<file path="src/rtl/game_pkg.sv">
`default_nettype none
// +--------------------------------------------------------------------+
// | game_pkg : shared types and constants for the score keeper.        |
// | Rev 1.0                                                            |
// +--------------------------------------------------------------------+
package game_pkg;

  typedef enum logic [1:0] {
    IDLE = 2'd0,
    PLAY = 2'd1,
    OVER = 2'd2
  } game_state_t;

  localparam int NUM_LANES   = 8;
  localparam int LIVES_W     = 4;
  localparam int COMBO_TIER1 = 10;
  localparam int COMBO_TIER2 = 20;

endpackage : game_pkg
`default_nettype wire

</file>
<file path="src/rtl/score_keeper_if.sv">
`default_nettype none
// +--------------------------------------------------------------------+
// | score_keeper_if : lane judgements in, HUD-facing game status out.  |
// | Rev 1.0                                                            |
// +--------------------------------------------------------------------+
interface score_keeper_if #(
  parameter int LANES   = 8,
  parameter int SCORE_W = 16,
  parameter int COMBO_W = 9
);
  import game_pkg::*;

  logic                 start;
  logic [LANES-1:0]     hit;
  logic [LANES-1:0]     miss;
  logic [LANES-1:0]     song_over;
  logic [SCORE_W-1:0]   score;
  logic [COMBO_W-1:0]   combo;
  logic [COMBO_W-1:0]   max_combo;
  logic [LIVES_W-1:0]   lives;
  logic                 playing;
  logic                 game_over;

  modport master (
    output start, hit, miss, song_over,
    input  score, combo, max_combo, lives, playing, game_over
  );

  modport slave (
    input  start, hit, miss, song_over,
    output score, combo, max_combo, lives, playing, game_over
  );

endinterface : score_keeper_if
`default_nettype wire

</file>
<file path="src/rtl/lane_popcount.sv">
`default_nettype none
// +--------------------------------------------------------------------+
// | lane_popcount : combinational population count of a lane vector.   |
// | Rev 1.0                                                            |
// +--------------------------------------------------------------------+
module lane_popcount #(
  parameter int LANES = 8,
  parameter int CNT_W = $clog2(LANES + 1)
) (
  input  wire logic [LANES-1:0] bits_i,
  output logic      [CNT_W-1:0] count_o
);

  always_comb begin
    count_o = '0;
    for (int i = 0; i < LANES; i++) begin
      count_o = count_o + CNT_W'(bits_i[i]);
    end
  end

endmodule : lane_popcount
`default_nettype wire

</file>
<file path="src/rtl/score_keeper.sv">
`default_nettype none
// +--------------------------------------------------------------------+
// | score_keeper : edge-credits lane hits/misses, keeps score, combo,  |
// | lives and the IDLE/PLAY/OVER session. SCORE_KEEPER_MULT_EN enables |
// | the combo-tier point multiplier.                         Rev 1.0   |
// +--------------------------------------------------------------------+
module score_keeper
  import game_pkg::*;
#(
  parameter int LANES          = NUM_LANES,
  parameter int POINTS_PER_HIT = 10,
  parameter int START_LIVES    = 5,
  parameter int SCORE_W        = 16,
  parameter int COMBO_W        = 9
) (
  input wire logic     Clk,
  input wire logic     reset,
  score_keeper_if.slave bus
);

  localparam int CNT_W = $clog2(LANES + 1);
  localparam int ADD_W = SCORE_W + 16;
  localparam logic [SCORE_W-1:0] SCORE_MAX = '1;
  localparam logic [LIVES_W-1:0] LIVES_INIT = LIVES_W'(START_LIVES);

  game_state_t          state_q, state_d;
  logic [SCORE_W-1:0]   score_q, score_d;
  logic [COMBO_W-1:0]   combo_q, combo_d;
  logic [COMBO_W-1:0]   max_q, max_d;
  logic [LIVES_W-1:0]   lives_q, lives_d;
  logic [LANES-1:0]     hit_q, miss_q;

  logic [LANES-1:0]     hit_rise, miss_rise;
  logic [CNT_W-1:0]     nh, nm;
  logic [ADD_W-1:0]     add_w, sum_w;
  logic [COMBO_W:0]     csum_w;
  logic [SCORE_W-1:0]   score_play;
  logic [COMBO_W-1:0]   combo_play, max_play;
  logic [LIVES_W-1:0]   lives_play;

  assign hit_rise  = bus.hit  & ~hit_q;
  assign miss_rise = bus.miss & ~miss_q;

  lane_popcount #(.LANES(LANES), .CNT_W(CNT_W)) u_pop_hit (
    .bits_i  (hit_rise),
    .count_o (nh)
  );

  lane_popcount #(.LANES(LANES), .CNT_W(CNT_W)) u_pop_miss (
    .bits_i  (miss_rise),
    .count_o (nm)
  );

`ifdef SCORE_KEEPER_MULT_EN
  logic [1:0] pts_shift;

  // Tier comes from the combo before this cycle's hits are added.
  always_comb begin
    if (combo_q < COMBO_W'(COMBO_TIER1))      pts_shift = 2'd0;
    else if (combo_q < COMBO_W'(COMBO_TIER2)) pts_shift = 2'd1;
    else                                      pts_shift = 2'd2;
  end

  assign add_w = (ADD_W'(nh) * ADD_W'(POINTS_PER_HIT)) << pts_shift;
`else
  assign add_w = ADD_W'(nh) * ADD_W'(POINTS_PER_HIT);
`endif

  always_comb begin
    sum_w      = ADD_W'(score_q) + add_w;
    score_play = (sum_w > ADD_W'(SCORE_MAX)) ? SCORE_MAX : sum_w[SCORE_W-1:0];

    // A miss restarts the combo, then this cycle's hits count toward it.
    csum_w     = {1'b0, combo_q} + (COMBO_W + 1)'(nh);
    combo_play = (nm != '0) ? COMBO_W'(nh)
               : (csum_w[COMBO_W] ? {COMBO_W{1'b1}} : csum_w[COMBO_W-1:0]);
    max_play   = (combo_play > max_q) ? combo_play : max_q;
    lives_play = (LIVES_W'(nm) >= lives_q) ? '0 : lives_q - LIVES_W'(nm);
  end

  always_comb begin
    state_d = state_q;
    score_d = score_q;
    combo_d = combo_q;
    max_d   = max_q;
    lives_d = lives_q;
    case (state_q)
      IDLE: ;
      PLAY: begin
        score_d = score_play;
        combo_d = combo_play;
        max_d   = max_play;
        lives_d = lives_play;
        if ((lives_play == '0) || (&bus.song_over)) state_d = OVER;
      end
      OVER: ;
      default: state_d = IDLE;
    endcase
    if (bus.start) begin
      state_d = PLAY;
      score_d = '0;
      combo_d = '0;
      max_d   = '0;
      lives_d = LIVES_INIT;
    end
  end

  always_ff @(posedge Clk or posedge reset) begin
    if (reset) begin
      state_q <= IDLE;
      score_q <= '0;
      combo_q <= '0;
      max_q   <= '0;
      lives_q <= LIVES_INIT;
      hit_q   <= '0;
      miss_q  <= '0;
    end else begin
      state_q <= state_d;
      score_q <= score_d;
      combo_q <= combo_d;
      max_q   <= max_d;
      lives_q <= lives_d;
      hit_q   <= bus.hit;
      miss_q  <= bus.miss;
    end
  end

  assign bus.score     = score_q;
  assign bus.combo     = combo_q;
  assign bus.max_combo = max_q;
  assign bus.lives     = lives_q;
  assign bus.playing   = (state_q == PLAY);
  assign bus.game_over = (state_q == OVER);

endmodule : score_keeper
`default_nettype wire
</file>
<file path="src/flat_wrapper.sv">
// flat-port wrapper written by rule: the top's interface ports become plain ports
module score_keeper_flat import game_pkg::*;
#(
  parameter int LANES          = NUM_LANES,
  parameter int POINTS_PER_HIT = 10,
  parameter int START_LIVES    = 5,
  parameter int SCORE_W        = 16,
  parameter int COMBO_W        = 9
)
  (Clk, reset, bus_start, bus_hit, bus_miss, bus_song_over, bus_score, bus_combo, bus_max_combo, bus_lives, bus_playing, bus_game_over);
  score_keeper_if #(.LANES(LANES), .SCORE_W(SCORE_W), .COMBO_W(COMBO_W)) bus_i ();
  input wire logic Clk;
  input wire logic reset;
  input wire logic [$bits(bus_i.start)-1:0] bus_start;
  input wire logic [$bits(bus_i.hit)-1:0] bus_hit;
  input wire logic [$bits(bus_i.miss)-1:0] bus_miss;
  input wire logic [$bits(bus_i.song_over)-1:0] bus_song_over;
  output wire logic [$bits(bus_i.score)-1:0] bus_score;
  output wire logic [$bits(bus_i.combo)-1:0] bus_combo;
  output wire logic [$bits(bus_i.max_combo)-1:0] bus_max_combo;
  output wire logic [$bits(bus_i.lives)-1:0] bus_lives;
  output wire logic [$bits(bus_i.playing)-1:0] bus_playing;
  output wire logic [$bits(bus_i.game_over)-1:0] bus_game_over;
  assign bus_i.start = bus_start;
  assign bus_i.hit = bus_hit;
  assign bus_i.miss = bus_miss;
  assign bus_i.song_over = bus_song_over;
  assign bus_score = bus_i.score;
  assign bus_combo = bus_i.combo;
  assign bus_max_combo = bus_i.max_combo;
  assign bus_lives = bus_i.lives;
  assign bus_playing = bus_i.playing;
  assign bus_game_over = bus_i.game_over;
  score_keeper #(.LANES(LANES), .POINTS_PER_HIT(POINTS_PER_HIT), .START_LIVES(START_LIVES), .SCORE_W(SCORE_W), .COMBO_W(COMBO_W)) u_core (.Clk(Clk), .reset(reset), .bus(bus_i));
endmodule
</file>
<file path="config.mk">
export PLATFORM = sky130hd
export DESIGN_NAME = score_keeper_flat
export DESIGN_NICKNAME = d
export VERILOG_FILES = /design/src/rtl/game_pkg.sv /design/src/rtl/score_keeper_if.sv /design/src/rtl/lane_popcount.sv /design/src/rtl/score_keeper.sv /design/src/flat_wrapper.sv
export SDC_FILE = /design/constraint.sdc
export NUM_CORES = 1
export LEC_CHECK = 0
export ABC_AREA = 1
export CAP_MARGIN = 10
export CELL_PAD_IN_SITES_DETAIL_PLACEMENT = 1
export CELL_PAD_IN_SITES_GLOBAL_PLACEMENT = 1
export CORE_MARGIN = 2
export CORE_UTILIZATION = 43
export DETAILED_ROUTE_END_ITERATION = 6
export PLACE_DENSITY_LB_ADDON = 0.12
export SYNTH_ARGS = -nofsm -noshare
export SYNTH_HDL_FRONTEND = slang
export SYNTH_SLANG_ARGS = --single-unit
</file>
<file path="constraint.sdc">
create_clock -name Clk -period 9.5 [get_ports Clk]
set_input_delay 2.85 -clock Clk [delete_from_list [all_inputs] [get_ports Clk]]
set_output_delay 2.85 -clock Clk [all_outputs]
set_load 0.02 [all_outputs]
</file>
* Yosys cells after proc, flatten, opt, wreduce, memory -nomap -nowiden
Cells that the tools add are included.
** Storage, ports and cells
- Register bits :: 56
- Input bits :: 27
- Logic and storage cells :: 62
** Operators by class
- $add $sub $neg :: 17
- Multiply operators :: 1
- Magnitude comparators :: 3
- Eq/ne operators :: 4
- Multiplexer cells :: 16
- Bitwise logic cells :: 4
- Reductions and logical operators :: 10
** Operator list (count)
- $mux 9 :: 7
- $mux 16 :: 3
- $add 4x1->4 :: 8
- $gt 32x16->1 const B :: 1
- $add 16x8->17 :: 1
- $and 8x8->8 :: 2
- $not 8->8 :: 2
- $mux 4 :: 3
- $add 9x4->10 :: 1
- $gt 9x9->1 :: 1
- $add 3x1->4 :: 2
- $reduce_and 8->1 :: 1
- $mul 4x3->7 const B :: 1
- $add 2x1->3 :: 2
- $add 1x1->2 :: 2
- $ge 4x4->1 :: 1
- $logic_not 4->1 :: 1
- $mux 2 :: 2
- $pmux 2 s2 :: 1
- $reduce_and 2->1 :: 2
- $reduce_bool 2->1 :: 2
- $reduce_bool 4->1 :: 1
- $sub 4x4->4 :: 1
- $ne 3x2->1 const B :: 1
- 6 further kinds :: 6

* Logic depth before layout (Yosys ltp)
Gate-level depths: netlist of run 1.
- Depth in word-level cells :: 16
- Depth in mapped cells :: 31

* Cells and area by module
From an unflattened synthesis of run 1, not the netlist that was laid out.
** Second synthesis, totals
- Cells, all modules :: 555
- Area total of the unflattened synthesis :: 4190.3 µm²
** Modules (own cells, without submodules)
- score_keeper :: instances 1, cells an instance 497, area each 3787.4 µm², seq. area each 1403.8 µm²
- lane_popcount :: instances 2, cells an instance 29, area each 201.4 µm², seq. area each 0.0 µm²

* Least setup slack after synthesis of run 1
Ideal clock, no wire load.
- Path type :: in2reg
- Start point :: in bus_hit[0]
- End point :: reg u_core.max_q[1] (netlist: u_core.bus.max_combo[1])
- Data arrival time :: 7509 ps
- Slack :: 1917 ps
- Cell stages on the path :: 29
- Cell sequence :: inv_1 nor2_1 fa_1 inv_1 fa_1 inv_1 fa_1 ha_1 fa_1 xnor2_1 inv_1 ha_1 or2_4 nand3_4 nand2_4 nand2_4 nand2_1 and2_1 ha_1 nand2_1 nand2_1 nand2_1 nand2_1 nand2_1 nand3_1 nand2_1 buf_2 nand3_1 o21ai_2
** On the way
- Word-level cells in the longest chain between the ends :: 14
** Ends and longest elaborated chain
- start, declared :: RTL line flat_wrapper.sv:15 : input wire logic [$bits(bus_i.hit)-1:0] bus_hit;
- $and 8x8->8 * :: RTL line score_keeper.sv:41 : assign hit_rise = bus.hit & ~hit_q;
- $add 1x1->2 * :: RTL line lane_popcount.sv:17 : count_o = count_o + CNT_W'(bits_i[i]);
- $add 2x1->3 * :: RTL line lane_popcount.sv:17
- $add 3x1->4 * :: RTL line lane_popcount.sv:17
- $add 4x1->4 * (4 in series) :: RTL line lane_popcount.sv:17
- $add 9x4->10 :: RTL line score_keeper.sv:74 : csum_w = {1'b0, combo_q} + (COMBO_W + 1)'(nh);
- $mux 9 :: RTL line score_keeper.sv:76 : : (csum_w[COMBO_W] ? {COMBO_W{1'b1}} : csum_w[COMBO_W-1:0]);
- $mux 9 * :: RTL line score_keeper.sv:75 : combo_play = (nm != '0) ? COMBO_W'(nh)
- $gt 9x9->1 or $mux 9 (tied branches) :: RTL line score_keeper.sv:77 : max_play = (combo_play > max_q) ? combo_play : max_q;
- $reduce_bool 2->1 (no line) or $mux 9 (tied branches)
- $reduce_and 2->1 (no line) or $mux 9 (tied branches)
- end signal, assigned :: RTL line score_keeper.sv:121 : max_q <= max_d;
- end, declared :: RTL line score_keeper.sv:29 : logic [COMBO_W-1:0] max_q, max_d;
Every way passes the cells marked *; elsewhere a longest branch is shown, timed or not. The select of a mux whose other input is x is not followed.
A chain may end at the register's enable or synchronous reset.

* Final worst setup path of run 1
- Start point :: in bus_hit[0]
- End point :: reg u_core.max_q[5] (netlist: u_core.bus.max_combo[5])
Same word-level chain as after synthesis.

==> metrics.md, run 1 <==
| Metric | Value |
|---|---|
| Mapped Nets | `609` |
| Gr ovfl total | `0` |
| Post-Layout Inst Area | `5110 um^2` |
| Final Util | `0.530` |
| Vias in the first global route | `3933` |
| Final cell count without fillers | `739` |
| Largest net degree at the start of global routing | `57` |
| Number of enable-type register cells in the synthesized netlist | `0` |
| Synth warn | `0` |
| Max cap viols | `0` |
| I/O Pins | `67` |
| Pwr per Cell Area | `218 nW/um^2` |
| Root Driver | `clkbuf_8` |
| GR Util met1 | `0.300` |
| Nets | `678` |
| Commonest non-fill, non-tap cell in the layout | `nand2_1` |
| DP Wirelength | `8760 um` |
| Num rows | `36` |
| Share of layout cells above drive strength 1 | `0.0974` |
| Placed Cells | `731` |
| Post-synth design cell area | `4200 um^2` |
| Library cells used by synthesis | `45` |
| Area growth from synthesis to layout | `21.8%` |
| Finish-stage setup viols | `0` |
| Initial Util | `0.435` |
| Status | `finished, final reports clean` |
| Setup CP Type | `in -> reg` |
| Core Area | `9640 um^2` |
| FF+latch count, synth | `56` |
| Clk buf depth | `2` |
| Crit share post-route | `0.879` |
| Critical Path RT | `9.76 ns` |
| Clk Latency, worst-skew pair | `0.33 ns` |
| Via density | `5.07` |
| CTS tree | `built` |
| Top FF cell, synth | `dfrtp_1` |
| Via count | `3745` |
| Die footprint | `10600 um^2` |
| Met2 Use GR | `0.407` |
| Minimum clock period | `8.35 ns` |
| Min Hold Slack | `0.526 ns` |
| Routed WL | `11200 um` |
| Syn Inst Count | `536` |
| Final hold violation count | `0` |
| Clk_skew | `0.0106 ns` |
| Worst min path class | `reg -> reg` |
| Setup TNS | `0 ns` |
| Tightest Pin Transition | `0.731 ns` |
| Clk sinks | `56` |
| Highest Clock Rate | `120 MHz` |
| Final max-slew violation count | `0` |
| Crit Path Max Fanout | `13` |
| Met3 usage | `0.0312` |
| Die Wd | `103 um` |
| Max rail drop VDD | `0.000129 V` |
| RSZ-0062 raised after global routing | `false` |
| DRT Pass-1 Iters | `4` |
| Iteration-0 DRC Markers | `84` |
| H-tree levels | `2` |
| Resize count post-CTS | `0` |
| Tot GR Track Use | `0.230` |
| Postcts setup bufs | `0` |
| Pleak | `2.71 nW` |
| CTS clk-pin slew, worst paths | `0.10 ns` |
| Port bufs | `66` |
| Synth area leaders | `dfrtp_1, nand2_1, ha_1` |
| Inserted Diodes | `0` |
| DP Area | `5000 um^2` |
| CTS Buf Count | `5` |
| Routed wire per std cell | `15.2 um` |
| Synth area leader | `dfrtp_1` |
| Hold buffer count at cts | `0` |
| Crit path DAT | `8.61 ns` |
| Ys async rst share | `1.00` |
| Post-synthesis sequential area ratio | `0.335` |
| Routed Antenna Nets | `0` |
| Die span in y | `103 um` |
| Mean Syn Cell Area | `7.83 um^2` |
| CP endpoint kind | `flip-flop` |
| DRC errors left | `0` |
| Area share of the largest cell type after synthesis | `0.322` |
| Relative slew slack | `0.512` |
| Startpoint class of the critical path | `input port` |
| Commonest cells after routing, fill and taps aside | `nand2_1, inv_1, clkdlybuf4s50_1` |
| Initial antenna violation count | `0` |
| Gpl congestion | `0.897` |
| First-pass GRT wire length | `19000 um` |
| Top Usage Layer GRT | `met2` |
## per-layer routing
metal,share of wire,vias to the layer above
li1,-,1846
met2,0.50,55
met4,0.012,0
met3,0.032,11
met5,0,-
met1,0.45,1833
## worst max-delay path: stages
cell             delay, ns
clkdlybuf4s50_1       0.42
inv_1                 0.06
nor2_1                0.05
fa_1                  0.53
inv_1                 0.05
fa_1                  0.53
inv_1                 0.06
fa_1                  0.49
ha_1                  0.24
fa_1                  0.38
xnor2_1               0.20
inv_1                 0.14
ha_1                  0.40
or2_4                 0.29
nand3_4               0.10
nand2_4               0.07
nand2_4               0.11
nand2_1               0.08
and2_1                0.14
ha_1                  0.29
nand2_1               0.08
nor2_1                0.11
nand3b_1              0.09
nand3_1               0.09
nand2_1               0.28
nor2_2                0.32
nand2_1               0.08
o21ai_1               0.08
## stage by stage
step,power (W),worst slack [ns]
after floorplan,0.000745,1.92
after CTS,0.00112,1.12
after global placement,0.000925,1.03
after detailed placement,0.000953,0.805
after global routing,0.00121,0.713
final,0.00111,1.15
## cells by family (layout without fill, tap and decap cells)
logic type | count (synthesis) | in the layout | synth area share
buf+inv | 96 | 166 | 0.0891
xor+xnor | 5 | 5 | 0.0104
flops | 56 | 56 | 0.335
fa+ha+maj | 46 | 46 | 0.159
compound gates | 36 | 36 | 0.0638
simple gates | 297 | 297 | 0.343
## power by group
part           switching (W)  internal [W]  total, W
Sequential         0.0000378      0.000278  0.000316
Clock              0.0000834     0.0000785  0.000162
Combinational       0.000393      0.000243  0.000636
## state kept, by name, summed over array words and instances (netlist names)
name and count:
u_core.hit_q 8, u_core.bus.max_combo 9, u_core.bus.lives 4, u_core.miss_q 8, u_core.bus.combo 9, u_core.bus.score 16
u_core.state_q 2
## worst paths after layout
check / start / to / slack, ns / depth (start not counted)
hold / removal: u_core.bus.lives[0] / u_core.bus.lives[0] / 0.53 / 2
setup reg to reg: u_core.hit_q[0] / u_core.bus.max_combo[5] / 3.80 / 26
setup / recovery: bus_hit[0] / u_core.bus.max_combo[5] / 1.15 / 28
hold reg to reg: u_core.bus.lives[0] / u_core.bus.lives[0] / 0.53 / 2
min in group asynchronous: reset / u_core.bus.max_combo[3] / 3.05 / 3
max in group asynchronous: reset / u_core.bus.combo[0] / 5.98 / 3
## Yosys cell counts, types with 6 or more instances
master / count
a21oi_1: 7
nor2_1: 37
nand2_1: 150
inv_1: 84
fa_1: 12
nor3_1: 7
nand3_2: 8
dfrtp_1: 54
o21ai_1: 6
nor2_2: 6
ha_1: 34
nand4_1: 9
nand3b_1: 6
nand3_1: 51
## layout make-up
cell class / count / area, um^2
multi-input cells: 384 / 2420
flip-flops and latches: 56 / 1400
repair buffers: 68 / 676
well taps: 133 / 166
clock inverters: 2 / 35.0
clock buffers: 6 / 72.6
fillers: 1229 / 4530
inverters: 90 / 339
Power figures use the tool's default switching activity.
==> run 2, diff against run 1 <==
CORE_UTILIZATION = 51   (was 43)
DONT_BUFFER_PORTS = 1   (was default)
==> run 2 against run 1 <==
  * Setup slack better by 0.52 ns
  * Fmax up 6.6%
  * Largest power group unchanged
  * Sequential power is 13% higher
  * Highest routed layer unchanged
==> metrics.md, run 2 (synthesis gave the netlist of run 1 again) <==
| Metric | Value |
|---|---|
| Routed wire per std cell | `16.3 um (+7.3%)` |
| Max FFs per register | `16 (unchanged)` |
| Startpoint class of the critical path | `input port` |
| Area growth from synthesis to layout | `5.22%` |
| Largest net degree at the start of global routing | `57 (unchanged)` |
| Nets | `612 (-9.7%)` |
| Hold buffer count at cts | `0 (unchanged)` |
| CP endpoint kind | `flip-flop` |
| Die span in y | `94.7 um (-7.9%)` |
| Clk Latency, worst-skew pair | `0.32 ns (about the same)` |
| Max cap viols | `0 (unchanged)` |
| Post-Place Setup Slack | `1.32 ns (+0.510 ns)` |
| CTS Buf Count | `5 (unchanged)` |
| Combinational group share of total power | `0.497 (-0.074)` |
| Status | `finished, final reports clean` |
| Gr ovfl total | `0 (unchanged)` |
| RSZ-0062 raised after global routing | `false` |
| Root Driver | `clkbuf_8` |
| Routed WL | `10500 um (-6.4%)` |
| Crit Path Max Fanout | `13 (unchanged)` |
| Setup TNS | `0 ns (unchanged)` |
| CTS clk-pin slew, worst paths | `0.10 ns (about the same)` |
| Final Util | `0.546 (+0.0154)` |
| Initial Util | `0.519 (+0.0832)` |
| Final max-slew violation count | `0 (unchanged)` |
| Pwr per Cell Area | `234 nW/um^2 (+7.6%)` |
| CTS tree | `built` |
| Relative slew slack | `0.512 (-0.000794)` |
| CP peak stage delay | `0.54 ns (about the same)` |
| Via density | `5.37 (+6.0%)` |
| Die footprint | `8970 um^2 (-15%)` |
| H-tree levels | `2 (unchanged)` |
| Crit share post-route | `0.825 (-0.0543)` |
| CP Launch Point | `bus_hit[0]` |
| First-pass GRT wire length | `17800 um (-6.3%)` |
| Postcts setup bufs | `0 (unchanged)` |
| Tot GR Track Use | `0.254 (+0.0236)` |
| Pleak | `2.47 nW (-8.9%)` |
| I/O Pins | `67 (unchanged)` |
| Routed Antenna Nets | `0 (unchanged)` |
| Minimum clock period | `7.84 ns (-0.516 ns)` |
| DP Wirelength | `8290 um (-5.3%)` |
| Clock power frac | `0.156 (+0.011)` |
| Internal power | `0.000535 W (-11%)` |
| Commonest non-fill, non-tap cell in the layout | `nand2_1` |
| Resize count post-CTS | `0 (unchanged)` |
| Iteration-0 DRC Markers | `152 (+81%)` |
| Crit path DAT | `8.09 ns (-0.52 ns)` |
| DRT Pass-1 Iters | `4 (unchanged)` |
| Via count | `3465 (-7.5%)` |
| NetSw | `0.000500 W (-2.8%)` |
| Sequential power share | `0.346 (+0.062)` |
| Die Wd | `94.7 um (-7.9%)` |
| Hold_sp | `u_core.bus.lives[2]` |
| Critical Path RT | `9.75 ns (about the same)` |
| Vias in the first global route | `3708 (-5.7%)` |
| Max rail drop VDD | `0.000117 V (-9.6%)` |
| Final cell count without fillers | `645 (-13%)` |
| Tightest Pin Transition | `0.732 ns (+0.00119 ns)` |
| Num rows | `33 (-8.3%)` |
| Inserted Diodes | `0 (unchanged)` |
| Final hold violation count | `0 (unchanged)` |
| R2R Path Start | `u_core.hit_q[0]` |
| DRC errors left | `0 (unchanged)` |
| Share of layout cells above drive strength 1 | `0.109 (+0.0119)` |
| Clk buf depth | `2 (unchanged)` |
| Clk sinks | `56 (unchanged)` |
| Placed Cells | `637 (-13%)` |
| Final WS setup | `1.66 ns (+0.516 ns)` |
| Setup CP Type | `in -> reg` |
| Highest-delay cell along the critical path | `fa_1` |
| Switching portion of total power | `0.483 (+0.0213)` |
| Gpl congestion | `0.892 (-0.51%)` |
| Clk_skew | `0.00552 ns (-0.00510 ns)` |
| Highest Clock Rate | `128 MHz (+6.6%)` |
| Port bufs | `0 (-100%)` |
| Commonest cells after routing, fill and taps aside | `nand2_1, inv_1, dfrtp_1` |
| Core Area | `8090 um^2 (-16%)` |
| Worst min path class | `reg -> reg` |
| Initial antenna violation count | `0 (unchanged)` |
| Finish-stage setup viols | `0 (unchanged)` |
[run 2: cell count changes in the layout (fill, tap and decap cells not counted)]
cell	change
clkdlybuf4s50_1	-66
[run 2: cell type report]
cell class | instances | area, um^2
Inverter | 90 | 339
Fill cell | 1052 | 3680
Clock inverter | 2 | 35.0
Multi-Input combinational cell | 384 | 2420
Timing Repair Buffer | 2 | 15.0
Tap cell | 105 | 131
Sequential cell | 56 | 1400
Clock buffer | 6 | 72.6
[run 2: worst paths after layout]
path	slack, ns	depth (start not counted)	end
worst max-delay path	1.66	27	u_core.bus.max_combo[5]
max in group asynchronous	6.41	2	u_core.bus.score[1]
worst min register to register	0.57	2	u_core.bus.lives[2]
worst min-delay path	0.57	2	u_core.bus.lives[2]
worst max register to register	3.88	26	u_core.bus.max_combo[5]
min in group asynchronous	2.61	2	u_core.bus.max_combo[1]
[run 2: critical path, delay by kind of cell]
family | cells | cell delay [ns]
and+or+nand+nor | 14 | 1.83
buffers and inverters | 4 | 0.29
AOI/OAI and AO/OA | 1 | 0.07
adders and majority gates | 7 | 2.82
xor gates and xnor gates | 1 | 0.20
[run 2: metal layers]
metal / part of all wire / track usage / vias to the layer above
met4: 0.0069 / 0.0374 / 0
met5: 0 / 0 / -
li1: - / - / 1707
met3: 0.034 / 0.0503 / 7
met1: 0.44 / 0.312 / 1697
met2: 0.52 / 0.467 / 54
[run 2: power groups by stage]
stage	Clock, W	Combinational, W	Sequential [W]
finish	0.000162	0.000515	0.000358
global route	0.000177	0.000584	0.000365
CTS	0.000166	0.000518	0.000360
floorplan	0	0.000396	0.000349
detailed placement	0	0.000511	0.000364
global placement	0	0.000486	0.000363
[run 2: through the flow]
step	cell area, um^2	total power (W)	hold slack [ns]
4_1_cts	4420	0.00104	0.579
5_1_grt	4420	0.00112	0.611
2_1_floorplan	4200	0.000745	0.539
3_3_place_gp	4310	0.000849	0.556
6_report	4420	0.00103	0.572
3_5_place_dp	4310	0.000875	0.565
